==> config.mk <==
export PLATFORM = sky130hd
export DESIGN_NAME = williams_sc1
export DESIGN_NICKNAME = d
export VERILOG_FILES = /design/src/rtl/williams_sc1_pkg.sv /design/src/rtl/williams_sc1_datapath.sv /design/src/rtl/williams_sc1.sv
export SDC_FILE = /design/constraint.sdc
export NUM_CORES = 1
export LEC_CHECK = 0
export CAP_MARGIN = 20
export CORE_MARGIN = 2
export CORE_UTILIZATION = 50
export CTS_BUF_LIST = sky130_fd_sc_hd__clkbuf_8 sky130_fd_sc_hd__clkbuf_16
export DETAILED_ROUTE_END_ITERATION = 7
export PLACE_DENSITY = 0.68
export SYNTH_ARGS = -nofsm -noshare
export SYNTH_HDL_FRONTEND = slang
export SYNTH_SLANG_ARGS = --single-unit
==> constraint.sdc <==
create_clock -name clk -period 3.9 [get_ports clk]
set_clock_uncertainty 0.05 [all_clocks]
set_input_delay 0.39 -clock clk [delete_from_list [all_inputs] [get_ports clk]]
set_output_delay 0.39 -clock clk [all_outputs]
set_load 0.03 [all_outputs]
==> src/rtl/williams_sc1_pkg.sv <==
// Shared definitions for the SC1 blitter: register map, control bits, FSM states.
// Build option WILLIAMS_SC1_XOR4_EN reproduces the silicon XOR-4 bug on width/height.
package williams_sc1_pkg;

  localparam logic [2:0] REG_CTRL   = 3'd0;
  localparam logic [2:0] REG_SOLID  = 3'd1;
  localparam logic [2:0] REG_SRC_HI = 3'd2;
  localparam logic [2:0] REG_SRC_LO = 3'd3;
  localparam logic [2:0] REG_DST_HI = 3'd4;
  localparam logic [2:0] REG_DST_LO = 3'd5;
  localparam logic [2:0] REG_WIDTH  = 3'd6;
  localparam logic [2:0] REG_HEIGHT = 3'd7;

  localparam int CB_SRC_STRIDE = 0;
  localparam int CB_DST_STRIDE = 1;
  localparam int CB_SLOW       = 2;
  localparam int CB_FG_ONLY    = 3;
  localparam int CB_SOLID      = 4;
  localparam int CB_SHIFT      = 5;
  localparam int CB_NO_EVEN    = 6;
  localparam int CB_NO_ODD     = 7;

  typedef enum logic [2:0] {
    ST_IDLE,
    ST_REQ_HALT,
    ST_READ,
    ST_WRITE,
    ST_DONE
  } state_t;

  // Programmed dimension to byte count; a value of zero means 256.
  function automatic logic [8:0] eff_dim(input logic [7:0] v);
    logic [7:0] t;
`ifdef WILLIAMS_SC1_XOR4_EN
    t = v ^ 8'h04;
`else
    t = v;
`endif
    eff_dim = {(t == 8'h00), t};
  endfunction

endpackage

==> src/rtl/williams_sc1_datapath.sv <==
// Per-byte data path: nibble shift, solid colour substitution and nibble write enables.
module williams_sc1_datapath
  import williams_sc1_pkg::*;
(
  input  logic [7:0] ctrl,
  input  logic [7:0] solid,
  input  logic [7:0] rd_data,
  input  logic [3:0] prev_nib,
  output logic [7:0] wr_data,
  output logic [1:0] nib_en
);

  logic [7:0] s;

  always_comb begin
    s       = ctrl[CB_SHIFT] ? {prev_nib, rd_data[7:4]} : rd_data;
    wr_data = ctrl[CB_SOLID] ? solid : s;
    nib_en  = 2'b11;
    // Transparency looks at the source pixels even when painting solid colour.
    if (ctrl[CB_FG_ONLY]) begin
      if (s[7:4] == 4'h0) nib_en[1] = 1'b0;
      if (s[3:0] == 4'h0) nib_en[0] = 1'b0;
    end
    if (ctrl[CB_NO_EVEN]) nib_en[1] = 1'b0;
    if (ctrl[CB_NO_ODD])  nib_en[0] = 1'b0;
  end

endmodule

==> src/rtl/williams_sc1.sv <==
// Williams SC1 blitter top: register file, halt/read/write sequencer and address stepping.
// Define WILLIAMS_SC1_XOR4_EN to XOR width and height with 4 like the original SC1 part.
module williams_sc1
  import williams_sc1_pkg::*;
(
  input  logic        clk,
  input  logic        rst,
  input  logic        en_e_n,
  input  logic        reg_cs,
  input  logic [7:0]  reg_data_in,
  input  logic [2:0]  rs,
  output logic        halt,
  input  logic        halt_ack,
  input  logic        blt_ack,
  output logic        blt_rd,
  output logic        blt_wr,
  output logic [15:0] blt_address_out,
  input  logic [7:0]  blt_data_in,
  output logic [7:0]  blt_data_out,
  output logic [1:0]  blt_nibble_en
);

  state_t      state, state_nx;
  logic [7:0]  ctrl_r, solid_r, src_hi_r, src_lo_r, dst_hi_r, dst_lo_r, width_r, height_r;
  logic [15:0] src_cur, dst_cur, src_row, dst_row;
  logic [15:0] src_row_nx, dst_row_nx;
  logic [15:0] src_byte_step, dst_byte_step, src_row_step, dst_row_step;
  logic [8:0]  eff_w, eff_h, x_cnt, y_cnt;
  logic [7:0]  rd_data;
  logic [3:0]  prev_nib;
  logic        req, req_go, acked, last_col, last_row, start;
  logic [7:0]  dp_data;
  logic [1:0]  dp_en;

  assign eff_w    = eff_dim(width_r);
  assign eff_h    = eff_dim(height_r);
  assign start    = (state == ST_IDLE) && reg_cs && (rs == REG_CTRL);
  assign req_go   = !req && halt_ack && (!ctrl_r[CB_SLOW] || en_e_n);
  assign acked    = req && blt_ack;
  assign last_col = (x_cnt == 9'd1);
  assign last_row = (y_cnt == 9'd1);

  assign src_byte_step = ctrl_r[CB_SRC_STRIDE] ? 16'h0100 : 16'h0001;
  assign dst_byte_step = ctrl_r[CB_DST_STRIDE] ? 16'h0100 : 16'h0001;
  assign src_row_step  = ctrl_r[CB_SRC_STRIDE] ? 16'h0001 : {7'd0, eff_w};
  assign dst_row_step  = ctrl_r[CB_DST_STRIDE] ? 16'h0001 : {7'd0, eff_w};
  assign src_row_nx    = src_row + src_row_step;
  assign dst_row_nx    = dst_row + dst_row_step;

  // Register file is only writable while idle.
  always_ff @(posedge clk or negedge rst) begin
    if (!rst) begin
      ctrl_r   <= '0;
      solid_r  <= '0;
      src_hi_r <= '0;
      src_lo_r <= '0;
      dst_hi_r <= '0;
      dst_lo_r <= '0;
      width_r  <= '0;
      height_r <= '0;
    end else if (state == ST_IDLE && reg_cs) begin
      case (rs)
        REG_CTRL:   ctrl_r   <= reg_data_in;
        REG_SOLID:  solid_r  <= reg_data_in;
        REG_SRC_HI: src_hi_r <= reg_data_in;
        REG_SRC_LO: src_lo_r <= reg_data_in;
        REG_DST_HI: dst_hi_r <= reg_data_in;
        REG_DST_LO: dst_lo_r <= reg_data_in;
        REG_WIDTH:  width_r  <= reg_data_in;
        default:    height_r <= reg_data_in;
      endcase
    end
  end

  // Working copies of the addresses, so the programmed registers stay untouched.
  always_ff @(posedge clk or negedge rst) begin
    if (!rst) begin
      req      <= 1'b0;
      src_cur  <= '0;
      dst_cur  <= '0;
      src_row  <= '0;
      dst_row  <= '0;
      x_cnt    <= '0;
      y_cnt    <= '0;
      rd_data  <= '0;
      prev_nib <= '0;
    end else begin
      case (state)
        ST_REQ_HALT: begin
          req      <= 1'b0;
          src_cur  <= {src_hi_r, src_lo_r};
          src_row  <= {src_hi_r, src_lo_r};
          dst_cur  <= {dst_hi_r, dst_lo_r};
          dst_row  <= {dst_hi_r, dst_lo_r};
          x_cnt    <= eff_w;
          y_cnt    <= eff_h;
          prev_nib <= 4'h0;
        end
        ST_READ: begin
          if (acked) begin
            req     <= 1'b0;
            rd_data <= blt_data_in;
          end else if (req_go) begin
            req <= 1'b1;
          end
        end
        ST_WRITE: begin
          if (acked) begin
            req <= 1'b0;
            if (last_col) begin
              x_cnt    <= eff_w;
              y_cnt    <= y_cnt - 9'd1;
              src_row  <= src_row_nx;
              src_cur  <= src_row_nx;
              dst_row  <= dst_row_nx;
              dst_cur  <= dst_row_nx;
              prev_nib <= 4'h0;
            end else begin
              x_cnt    <= x_cnt - 9'd1;
              src_cur  <= src_cur + src_byte_step;
              dst_cur  <= dst_cur + dst_byte_step;
              prev_nib <= rd_data[3:0];
            end
          end else if (req_go) begin
            req <= 1'b1;
          end
        end
        default: req <= 1'b0;
      endcase
    end
  end

  always_ff @(posedge clk or negedge rst) begin
    if (!rst) state <= ST_IDLE;
    else      state <= state_nx;
  end

  always_comb begin
    state_nx = state;
    case (state)
      ST_IDLE:     if (start) state_nx = ST_REQ_HALT;
      ST_REQ_HALT: if (halt_ack) state_nx = ST_READ;
      ST_READ:     if (acked) state_nx = ST_WRITE;
      ST_WRITE:    if (acked) state_nx = (last_col && last_row) ? ST_DONE : ST_READ;
      default:     state_nx = ST_IDLE;
    endcase
  end

  always_comb begin
    halt            = (state == ST_REQ_HALT) || (state == ST_READ) || (state == ST_WRITE);
    blt_rd          = (state == ST_READ) && req;
    blt_wr          = (state == ST_WRITE) && req;
    blt_address_out = 16'h0000;
    blt_data_out    = 8'h00;
    blt_nibble_en   = 2'b00;
    if (state == ST_READ) begin
      blt_address_out = src_cur;
    end else if (state == ST_WRITE) begin
      blt_address_out = dst_cur;
      blt_data_out    = dp_data;
      blt_nibble_en   = dp_en;
    end
  end

  williams_sc1_datapath u_dp (
    .ctrl     (ctrl_r),
    .solid    (solid_r),
    .rd_data  (rd_data),
    .prev_nib (prev_nib),
    .wr_data  (dp_data),
    .nib_en   (dp_en)
  );

endmodule

**Yosys cells after proc, flatten, opt, wreduce, memory -nomap -nowiden**

Cells that the tools add are included.
W data, S select, Z words.

- Output and inout port bits: 29
- Input port bits: 25
- Register bits: 162
- Logic and storage cells: 123

- Equality and inequality tests: 17
- Reduce and logical (&&, ||, !) cells: 34
- Bitwise logic cells: 1
- Add/subtract/negate cells: 6
- Multiplexer cells: 47

Operators with widths:

| kind | number |
|---|---|
| $mux W16 | 10 |
| $pmux W16 S2 | 4 |
| $mux W9 | 8 |
| $add A16 B9 Y16 | 4 |
| $pmux W9 S2 | 2 |
| $mux W8 | 4 |
| $reduce_and A2 Y1 | 10 |
| $eq A9 B1 Y1 const B | 2 |
| $sub A9 B1 Y9 const B | 2 |
| $logic_not A8 Y1 | 2 |
| $mux W3 | 5 |
| $eq A3 B2 Y1 const B | 4 |
| $pmux W3 S4 | 1 |
| $ne A2 B2 Y1 const B | 5 |
| $eq A3 B3 Y1 const B | 3 |
| $logic_and A1 B1 Y1 | 8 |
| $logic_not A4 Y1 | 2 |
| $mux W4 | 2 |
| $pmux W4 S2 | 1 |
| $mux W1 | 7 |
| $reduce_or A7 Y1 | 1 |
| $eq A3 B1 Y1 const B | 2 |
| $logic_not A3 Y1 | 2 |
| $mux W2 | 3 |
| other kinds (8) | 11 |

**Depth between registers and ports, before layout**

Gate-level depths: netlist of run 1.

- Word-level depth: 7
- Gate-level depth with buffers: 10
- Mapped depth without buffers: 10

**Modules after synthesis**

A second synthesis of run 1 with hierarchy kept.

- Cells, all modules: 1,041
- Area, all modules: 9,835.7 sq um

By module, submodules not included:

| module | area an instance (sq um) | seq. area each (sq um) | cells an instance | instances |
|---|---|---|---|---|
| williams_sc1 | 9,618.0 | 4,053.9 | 1,008 | 1 |
| williams_sc1_datapath | 217.7 | 0.0 | 33 | 1 |

**Worst setup path after synthesis of run 1**

No wires, ideal clock.

- Path type: register to register
- From: reg ctrl_r[1]
- To: reg dst_cur[6]
- Path slack: 1,071 ps
- Library setup time: 131 ps
- Data arrival time: 2,648 ps
- Data required time: 3,719 ps
- Path buffers: 0
- Stages on the path, launching flop included: 10
- Clock period less this slack: 2,829 ps
- Path through: dfrtp_1 -> or2_2 -> ha_1 -> fa_1 -> a2111oi_2 -> o31a_1 -> xnor2_1 -> a311oi_1 -> nor2b_1 -> or3_1

- Word-level cells in the longest chain between the ends: 5
- Elaborated cells between the ends (all ways): 7
- Those cells by class: add/sub (2); mux (5)

RTL lines:

| item | line | source |
|---|---|---|
| start: declaration | williams_sc1.sv:24 | `logic [7:0] ctrl_r, solid_r, src_hi_r, src_lo_r, dst_hi_r, dst_lo_r, width_r, height_r;` |
| start signal: assignment | williams_sc1.sv:63 | `REG_CTRL: ctrl_r <= reg_data_in;` |
| $mux W9, on equally long branches | williams_sc1.sv:44, williams_sc1.sv:46 |  |
| $add A16 B9 Y16, on equally long branches | williams_sc1.sv:121, williams_sc1.sv:48 |  |
| $mux W16 * | williams_sc1.sv:110 | `if (last_col) begin` |
| $mux W16 * | williams_sc1.sv:108 | `if (acked) begin` |
| $pmux W16 S2 * | williams_sc1.sv:88 | `case (state)` |
| end signal: assignment | williams_sc1.sv:93 | `dst_cur <= {dst_hi_r, dst_lo_r};` |
| end signal: assignment | williams_sc1.sv:116 | `dst_cur <= dst_row_nx;` |
| end signal: assignment | williams_sc1.sv:121 | `dst_cur <= dst_cur + dst_byte_step;` |
| end: declaration | williams_sc1.sv:25 | `logic [15:0] src_cur, dst_cur, src_row, dst_row;` |

Mark *: on every way between the ends. The rest lies on a longest branch, timed or not. The select of a mux whose other input is x is not followed.
A chain may end at the register's enable or synchronous reset.

**Worst setup path after layout of run 1**

- From: reg state[1]
- To: out blt_address_out[10]

- Word-level cells in the longest chain between the ends: 3
- Elaborated cells between the ends (all ways): 4
- Those cells by class: eq/ne (2); mux (2)

RTL lines:

| item | line | source |
|---|---|---|
| start: declaration | williams_sc1.sv:23 | `state_t state, state_nx;` |
| start signal: assignment | williams_sc1.sv:135 | `else state <= state_nx;` |
| $eq A3 B2 Y1 | williams_sc1.sv:158 | `end else if (state == ST_WRITE) begin` |
| $mux W16 | williams_sc1.sv:158 |  |
| $mux W16 * | williams_sc1.sv:156 | `if (state == ST_READ) begin` |
| end: declaration | williams_sc1.sv:17 | `output logic [15:0] blt_address_out,` |

Mark *: on every way between the ends. The rest lies on a longest branch, timed or not.

==> results of run 1 <==
==> synth_stat cells (10+ instances only) <==
library cell	count	share of area (%)
sky130_fd_sc_hd__buf_2	18	0.91
sky130_fd_sc_hd__nand2_1	103	3.9
sky130_fd_sc_hd__a211oi_1	11	0.83
sky130_fd_sc_hd__clkbuf_1	33	1.3
sky130_fd_sc_hd__o211ai_1	12	0.91
sky130_fd_sc_hd__dfrtp_1	162	41
sky130_fd_sc_hd__inv_1	13	0.49
sky130_fd_sc_hd__mux2i_1	32	3.2
sky130_fd_sc_hd__nor3_1	18	0.91
sky130_fd_sc_hd__a31oi_1	27	1.7
sky130_fd_sc_hd__nor2_1	112	4.2
sky130_fd_sc_hd__xnor2_1	15	1.3
sky130_fd_sc_hd__and3_1	17	1.1
sky130_fd_sc_hd__o21ai_0	71	3.6
sky130_fd_sc_hd__a21oi_1	84	4.2
sky130_fd_sc_hd__xor2_1	14	1.2
sky130_fd_sc_hd__ha_1	28	3.5
sky130_fd_sc_hd__nor2b_1	20	1.3
sky130_fd_sc_hd__o22ai_1	12	0.76
sky130_fd_sc_hd__nand4_1	10	0.63
sky130_fd_sc_hd__nor4_1	10	0.63
sky130_fd_sc_hd__nand3_1	40	2.0
sky130_fd_sc_hd__mux2_2	74	8.4
sky130_fd_sc_hd__a21o_1	12	0.91
==> metrics by stage <==
| stage | util (%) | worst slack (ns) |
|---|---|---|
| finish | 57.9 | 0.661 |
| floorplan | - | 1.07 |
| global route | 57.9 | 0.536 |
| CTS | 57.9 | 0.668 |
| detailed placement | 54.8 | 0.853 |
| global placement | 54.8 | 0.932 |
==> area by class of cell <==
class	count	area share [%]
inverter	13	0.433
multi-input combinational	844	49.2
clock inverter	15	1.52
tap	265	2.94
timing repair buffer	71	6.16
sequential	162	36.0
clock buffer	17	3.77
==> worst max-delay path, stage by stage, from the launching register on <==
cell	delay, ns
sky130_fd_sc_hd__dfrtp_1	0.66
sky130_fd_sc_hd__nand2b_1	0.57
sky130_fd_sc_hd__nor2_1	0.39
sky130_fd_sc_hd__clkdlybuf4s50_1	0.73
==> power breakdown <==
| part | switching, mW | total [mW] | internal, mW |
|---|---|---|---|
| clock | 0.774 | 1.74 | 0.964 |
| combinational | 1.99 | 3.60 | 1.61 |
| sequential | 0.835 | 3.21 | 2.37 |
==> worst max path at each step <==
stage | end | slack (ns) | depth (start not counted) | from
3_3_place_gp | dst_cur[6] | 0.93 | 9 | ctrl_r[1]
2_1_floorplan | dst_cur[6] | 1.07 | 9 | ctrl_r[1]
3_5_place_dp | dst_cur[6] | 0.85 | 9 | ctrl_r[1]
6_report | blt_address_out[10] | 0.66 | 3 | state[1]
4_1_cts | blt_address_out[10] | 0.67 | 3 | state[1]
5_1_grt | blt_address_out[10] | 0.54 | 3 | state[1]
==> routing by layer <==
layer	vias up	global-route usage (%)
met5	-	0
met4	0	9.66
met3	50	6.28
met2	349	44.2
met1	4204	40.6
li1	4018	-
==> repair_timing <==
item	in CTS	in global routing
hold endpoints to repair	26	0
endpoints found under the setup margin	0	0
hold buffers	1	0
==> flip-flops by register name, indices dropped and copies added (netlist names), 9 cells and up <==
| register | count |
|---|---|
| x_cnt | 9 |
| src_cur | 16 |
| src_row | 16 |
| dst_cur | 16 |
| y_cnt | 9 |
| dst_row | 16 |
==> kinds of logic (layout without fill, tap and decap cells) <==
group,count (synthesis),in the layout
simple gates,391,391
mux,106,106
buf+inv,75,116
xor+xnor,29,29
flops,162,162
compound gates,288,288
fa+ha+maj,30,30
==> run summary, run 1 <==
The compound-cell area share of the yosys netlist is 18.0%. TritonCTS built the clock tree. The depth of the most critical reg-to-reg path came out at 9. The post-synthesis mux area share is between 10% and 20%.

The finished layout holds 1387 standard cells, fillers aside. The mean number of vias per cell is roughly 6.2. The startpoint identified for the worst register-to-register timing path is ctrl_r[1]. The finished cells cover approximately 11000 sq um. The required time of the critical path came out at roughly 3.5 ns. STA classifies the critical path endpoint as an output port. For the final routed database, the setup TNS stands at 0 ns.

Power spread over the standard cell area amounts to about 760 nW/um^2. For hold timing, the worst endpoint is src_row[2]. The kind of path behind the tightest hold check is flip-flop to flip-flop.

In this run the cell area measured after placement is 10700 sq um. The detailed-routed wire length on met3 came out at between 1500 and 2000 um. The share of synthesized cell area in and, or, nand and nor gates came out at approximately a fifth. In this run the most critical hold path is launched from src_row[2]. Routability-driven placement finished with a final weighted congestion of 0.935.

For this run, the detailed router's first-pass iteration total came to 5. The number of buffers added on ports came out at 53. Signal routing reaches up to met4. The maximum clock rate came out at roughly 310 MHz. The slew at the pin with the worst max-slew slack came out at approximately 0.82 ns. The dominant combinational cell family by area after synthesis is simple AND/OR/NAND/NOR gates. The most used flip-flop cell after synthesis is sky130_fd_sc_hd__dfrtp_1.

The number of setup buffers added after CTS came out at 0. The post-synthesis async set-or-reset flop share came out at 100%. The die is around 140 um tall. The number of enable flip-flop cells after synthesis came out at 0.

The number of nets in the synthesized netlist is 1136. The number of diodes is 0. In this run the horizontal extent of the chip is roughly 140 um. The number of instances in the placed design came out at around 1400. Once detail routing completed, the nets flagged for antenna violations numbered 0. The worst hold slack is ~0.45 ns. The end of the worst register-to-register path is dst_cur[6]. In the finished design, the share of the clock period the worst path needs comes to 83.1%. In the layout the commonest cells are 162 x sky130_fd_sc_hd__dfrtp_1, 111 x sky130_fd_sc_hd__nor2_1, 103 x sky130_fd_sc_hd__nand2_1. The final number of max-transition violations came out at 0. STA classifies the critical path startpoint as a flip-flop. By startpoint and endpoint, the worst setup path is classified as flip-flop to output port. The clock sink count came out at around 160. The via count of the first global-routing pass came out at 8203. The die covers 20900 sq um. The max-slew headroom at the worst pin is 44.9%. The global-route wire length before repair came out at between 40000 and 50000 um.

The total grt overflow is 0. No sink is reached through more buffers than the 2 on the longest clock path. After the last flow step, the layout net total stands at 1164. The sequential share of the synthesized area is roughly two fifths.

The worst-case IR drop observed on VDD is around 0.42 mV. The total wire length after detailed routing came out at roughly 28000 um. The H-tree was split into 4 levels. The number of hold violations in the final report came to 0. Setup repair after global routing left no endpoint under its margin. In this run, the number of DRC markers left after iteration 0 of detailed routing was between 700 and 800. The run finished with clean final reports. The number of clock buffers added by TritonCTS is 17.

The number of instances in the synthesized netlist came out at approximately 1100. The sum of net half-perimeters after detailed placement came out at ~20000 um. Of the total synthesized cell area, the portion taken by XOR and XNOR cells is ~2.6%. The routed metal-1 wirelength is between 10000 and 15000 um.

The number of register bits inferred by synthesis is between 150 and 200. Row generation in the floorplan step produced 51 rows. The library cell used most frequently in the layout, excluding fill and tap cells, is sky130_fd_sc_hd__dfrtp_1. The count of different cell masters after synthesis came out at 71. Pin placement for this block handled 54 I/O pins. The area occupied by registers is 4050 sq um. The depth of the worst hold-timing path is 2.

The count of maximum capacitance violations is 0. After clock tree synthesis, the clock-pin slew on the worst setup and hold paths is ~0.07 ns. The leakage dissipation came out at between 4 and 5 nW. The aggregate global-route resource usage came out at about 29%.

The met2 wirelength from detailed routing is 12900 um. After detailed routing, the average wire length per cell comes to approximately 20 um. The number of warnings issued by yosys came out at 0.

The ratio of cells with drive above 1 in the final layout came out at ~13%. The final-report setup violation count is 0. The worst-skew pair later-pin latency came out at approximately 0.44 ns. The number of antenna violations at the first check in global routing was 0. After layout, the minimum clock period comes to about 3.2 ns. CTS placed an instance of sky130_fd_sc_hd__clkbuf_16 at the clock tree root.

The cell area after synthesis came out at 9890 sq um. Of all nets on the critical path, the largest fanout is 20. The remaining routing DRC violations came out at 0. After synthesis, the mean cell area works out to 9.15 sq um. The adder-cell share of the synthesized area is roughly 3.9%.

From synthesis to final layout, the design area changed by 13.9%. The initial core utilization came out at about half. The overall power after layout came out at ~8.5 mW. The reg2reg setup slack came out at 0.83 ns. After clock tree synthesis, the repair step resized 0 gates. The total via count in the routed design is ~8600. The number of inserted filler cells in the final layout came out at about 1700. Entering global routing, the biggest net connects between 80 and 90 pins. The core area is a little under 20000 sq um. In the final layout, the multi-input gates occupy about 5500 sq um. The data arrival time at the worst-slack endpoint is ~2.8 ns.
No activity file was read; power rests on OpenSTA's default activity.
==> run 2, diff against run 1 <==
--- a/config.mk
+++ b/config.mk
@@ -10,7 +10,7 @@
 export CORE_UTILIZATION = 50
 export CTS_BUF_LIST = sky130_fd_sc_hd__clkbuf_8 sky130_fd_sc_hd__clkbuf_16
 export DETAILED_ROUTE_END_ITERATION = 7
-export PLACE_DENSITY = 0.68
+export PLACE_DENSITY = 0.7
 export SYNTH_ARGS = -nofsm -noshare
 export SYNTH_HDL_FRONTEND = slang
 export SYNTH_SLANG_ARGS = --single-unit
==> constraint.sdc (replaced) <==
create_clock -name clk -period 2.93 [get_ports clk]
set_clock_uncertainty 0.05 [all_clocks]
set_input_delay 0.293 -clock clk [delete_from_list [all_inputs] [get_ports clk]]
set_output_delay 0.293 -clock clk [all_outputs]
set_load 0.03 [all_outputs]
==> run 2 against run 1 <==
Global-route usage fell by 0.53 points. Critical endpoint is now src_cur[12]. Worst setup slack got worse by 0.52 ns. Core utilization rose by 0.88 points. Largest cell class unchanged.
==> run summary, run 2 (same netlist as run 1, synthesis figures left out) <==
The run finished with clean final reports. Setup violations remaining at the end of the flow were counted as 0. The fraction of the cycle the final worst path needs came out at a little over nine tenths.

The slew at the pin with the worst max-slew slack came out at between 0.7 and 0.8 ns. The number of hold violations in the final report is 0. The mean number of vias per cell came out at 6.16.

The sum of net half-perimeters after detailed placement is between 15000 and 20000 um. The final net count is between 1000 and 1500. The global-route wire length before repair came out at between 40000 and 50000 um. The data arrival time at the worst-slack endpoint is 3.05 ns. The CTS buffer count came out at 17. Walking the worst path, the cells encountered are buf_4 > or2_2 > ha_1 > fa_1 > a211oi_2 > o21ai_2 > a31oi_2 > buf_4 > nor2_1 > nor3_1 > o21ai_0. The ratio of cells with drive above 1 in the final layout came out at about 16%. For the worst setup path, the data required time is 3.19 ns.

The count of boundary I/O pins came out at 54. The worst setup path is launched from a flip-flop. The final number of max-transition violations came to 0.

After routing the design area is between 10000 and 15000 sq um. Grouping stages by cell kind, the critical path spends the most delay in compound AO/OA/AOI/OAI gates. The number of diodes came out at 0. The die area came out at approximately 21000 sq um. In this run the tightest slew margin relative to its limit is between 50 and 60%. The routability congestion estimate from global placement is 0.920.

The die outline height is 145 um. The depth of the critical timing path with buffers and inverters included is 11. The clock input transition at the sequential cells of the worst setup and hold paths is roughly 0.070 ns.

The count of antenna-violating nets left after detailed routing came out at 0. The critical path start-end classification is flip-flop to flip-flop. The number of antenna violations at the first check in global routing came to 1. The cell seen most often among critical-path stages is sky130_fd_sc_hd__buf_4. The path class of the tightest hold or removal check is input port to asynchronous set/reset pin. The largest individual stage delay along the critical path comes from the cell sky130_fd_sc_hd__fa_1. Across the run, the number of max-cap violations was 0. The post-route minimum period came out at roughly 2.8 ns. The worst-skew pair later-pin latency came out at around 0.43 ns. Entering global routing, the biggest net connects 70 pins. The number of setup buffers added after CTS came out at 0. The die extent in x is 145 um. Relative to the synthesized area, the layout overhead comes to 15.7%. The aggregate global-route resource usage is about 28%. The leakage dissipation is 4.83 nW. After global routing the overflow that remains totals 0.

Setup repair after global routing left no endpoint under its margin. The number of DRC markers in iteration 0 came out at roughly 870. The largest incremental delay on the critical path came out at 0.44 ns.

The placement row count is 51. Based on the critical path, the design can be clocked at up to between 300 and 400 MHz. The endpoint type of the worst setup path is a flip-flop.

The H-tree was split into 4 levels. The library cells used most frequently in the layout, excluding fill and tap cells, are 162 x sky130_fd_sc_hd__dfrtp_1, 109 x sky130_fd_sc_hd__nor2_1, 103 x sky130_fd_sc_hd__nand2_1. TritonCTS built the clock tree. For this block, the routed nets add up to about 28000 um of wire. The number of inserted filler cells in the final layout came out at ~1700.

The largest vdd supply drop came out at between 0.5 and 0.6 mV. The maximum net fanout on the critical path came out at 7. The tree built by TritonCTS fans out to 162 sinks. The total power per unit cell area is ~1000 nW/um^2. The first detailed-routing pass ran for 5 iterations. The number of buffers and inverters on the critical path is 2. For this configuration, the core starts out at a cell density of 50.8%. In the final timing run, aggregate negative setup slack is 0 ns. The routed layout has a little under 9000 vias. After layout, the design draws a total of 11.4 mW.

The via count of the first global-routing pass came out at between 8000 and 9000. The most frequent standard cell in the layout excluding fill and tap cells is sky130_fd_sc_hd__dfrtp_1. Counting cells, the worst reg-to-reg path comes to 11.

Clock tree synthesis selected as its root buffer the cell sky130_fd_sc_hd__clkbuf_16. For this run, design rule violations remaining after detail routing come to 0. The count of buffers added on input and output ports is 53. The total cell area at the placement stage came out at 10900 sq um. In the final routed layout, each cell accounts on average for roughly 20 um. The core area came out at just under 20000 sq um. The buffer levels on the longest clock path came out at 2.
-- run 2: cell types whose count changed in the layout (fill, tap and decap cells not counted), moves of 2 or more --
cell	previous run	this run
sky130_fd_sc_hd__buf_12	2	4
sky130_fd_sc_hd__buf_4	15	50
sky130_fd_sc_hd__clkdlybuf4s50_1	52	41
sky130_fd_sc_hd__inv_6	4	6
sky130_fd_sc_hd__inv_8	3	0
sky130_fd_sc_hd__nor2_1	111	109
sky130_fd_sc_hd__nor2_2	2	4
sky130_fd_sc_hd__o21ai_0	71	68
sky130_fd_sc_hd__o21ai_1	3	5
-- run 2: worst reg2reg max path: cells and delay by family (launching register included) --
kind | cells | cell delay (ns)
adders and majority gates | 2 | 0.66
and+or+nand+nor | 3 | 0.49
DFF | 1 | 0.39
AOI/OAI and AO/OA | 4 | 0.74
buffers and inverters | 2 | 0.34
-- run 2: area by class of cell --
class	instances	area, sq um	area share (%)
Timing Repair Buffer	97	887	7.75
Tap cell	265	332	2.90
Inverter	13	48.8	0.426
Multi-Input combinational cell	844	5570	48.6
Sequential cell	162	4050	35.4
Clock buffer	17	425	3.72
Clock inverter	15	134	1.17
-- run 2: routing by layer --
layer	global-route usage, %	wire, um
met1	40.5	12600
met2	44.2	13300
met3	4.77	1890
met4	8.33	533
met5	0	0
-- run 2: path summary, 6_finish.rpt --
check	start	endpoint	slack, ns
min in group clk	blt_data_in[5]	rd_data[5]	0.42
worst max register to register	width_r[0]	src_cur[12]	0.14
worst max-delay path	width_r[0]	src_cur[12]	0.14
worst min-delay path	rst	x_cnt[1]	0.37
max in group asynchronous	rst	dst_cur[10]	1.61
worst min register to register	dst_row[6]	dst_row[6]	0.44
-- run 2: what timing repair did --
item	CTS	global route
hold buffers	1	0
endpoints found under the setup margin	0	15
hold endpoints to repair	66	0
resized for setup	0	8
-- run 2: stage by stage --
stage               worst slack [ns]  utilization, %  std cells  hold WS, ns
floorplan                      0.101               -       1081      -0.0526
global placement               0.143            55.8       1380        0.301
detailed placement             0.106            55.8       1380        0.302
CTS                           0.0641            58.7       1413        0.409
global route                 0.00343            58.8       1413        0.421
finish                         0.136            58.8       1413        0.371
-- run 2: power by group --
group	leakage, nW	internal (mW)	switching (mW)
Clock	0.282	1.18	0.980
Combinational	2.58	2.32	2.76
Sequential	1.97	3.16	1.05
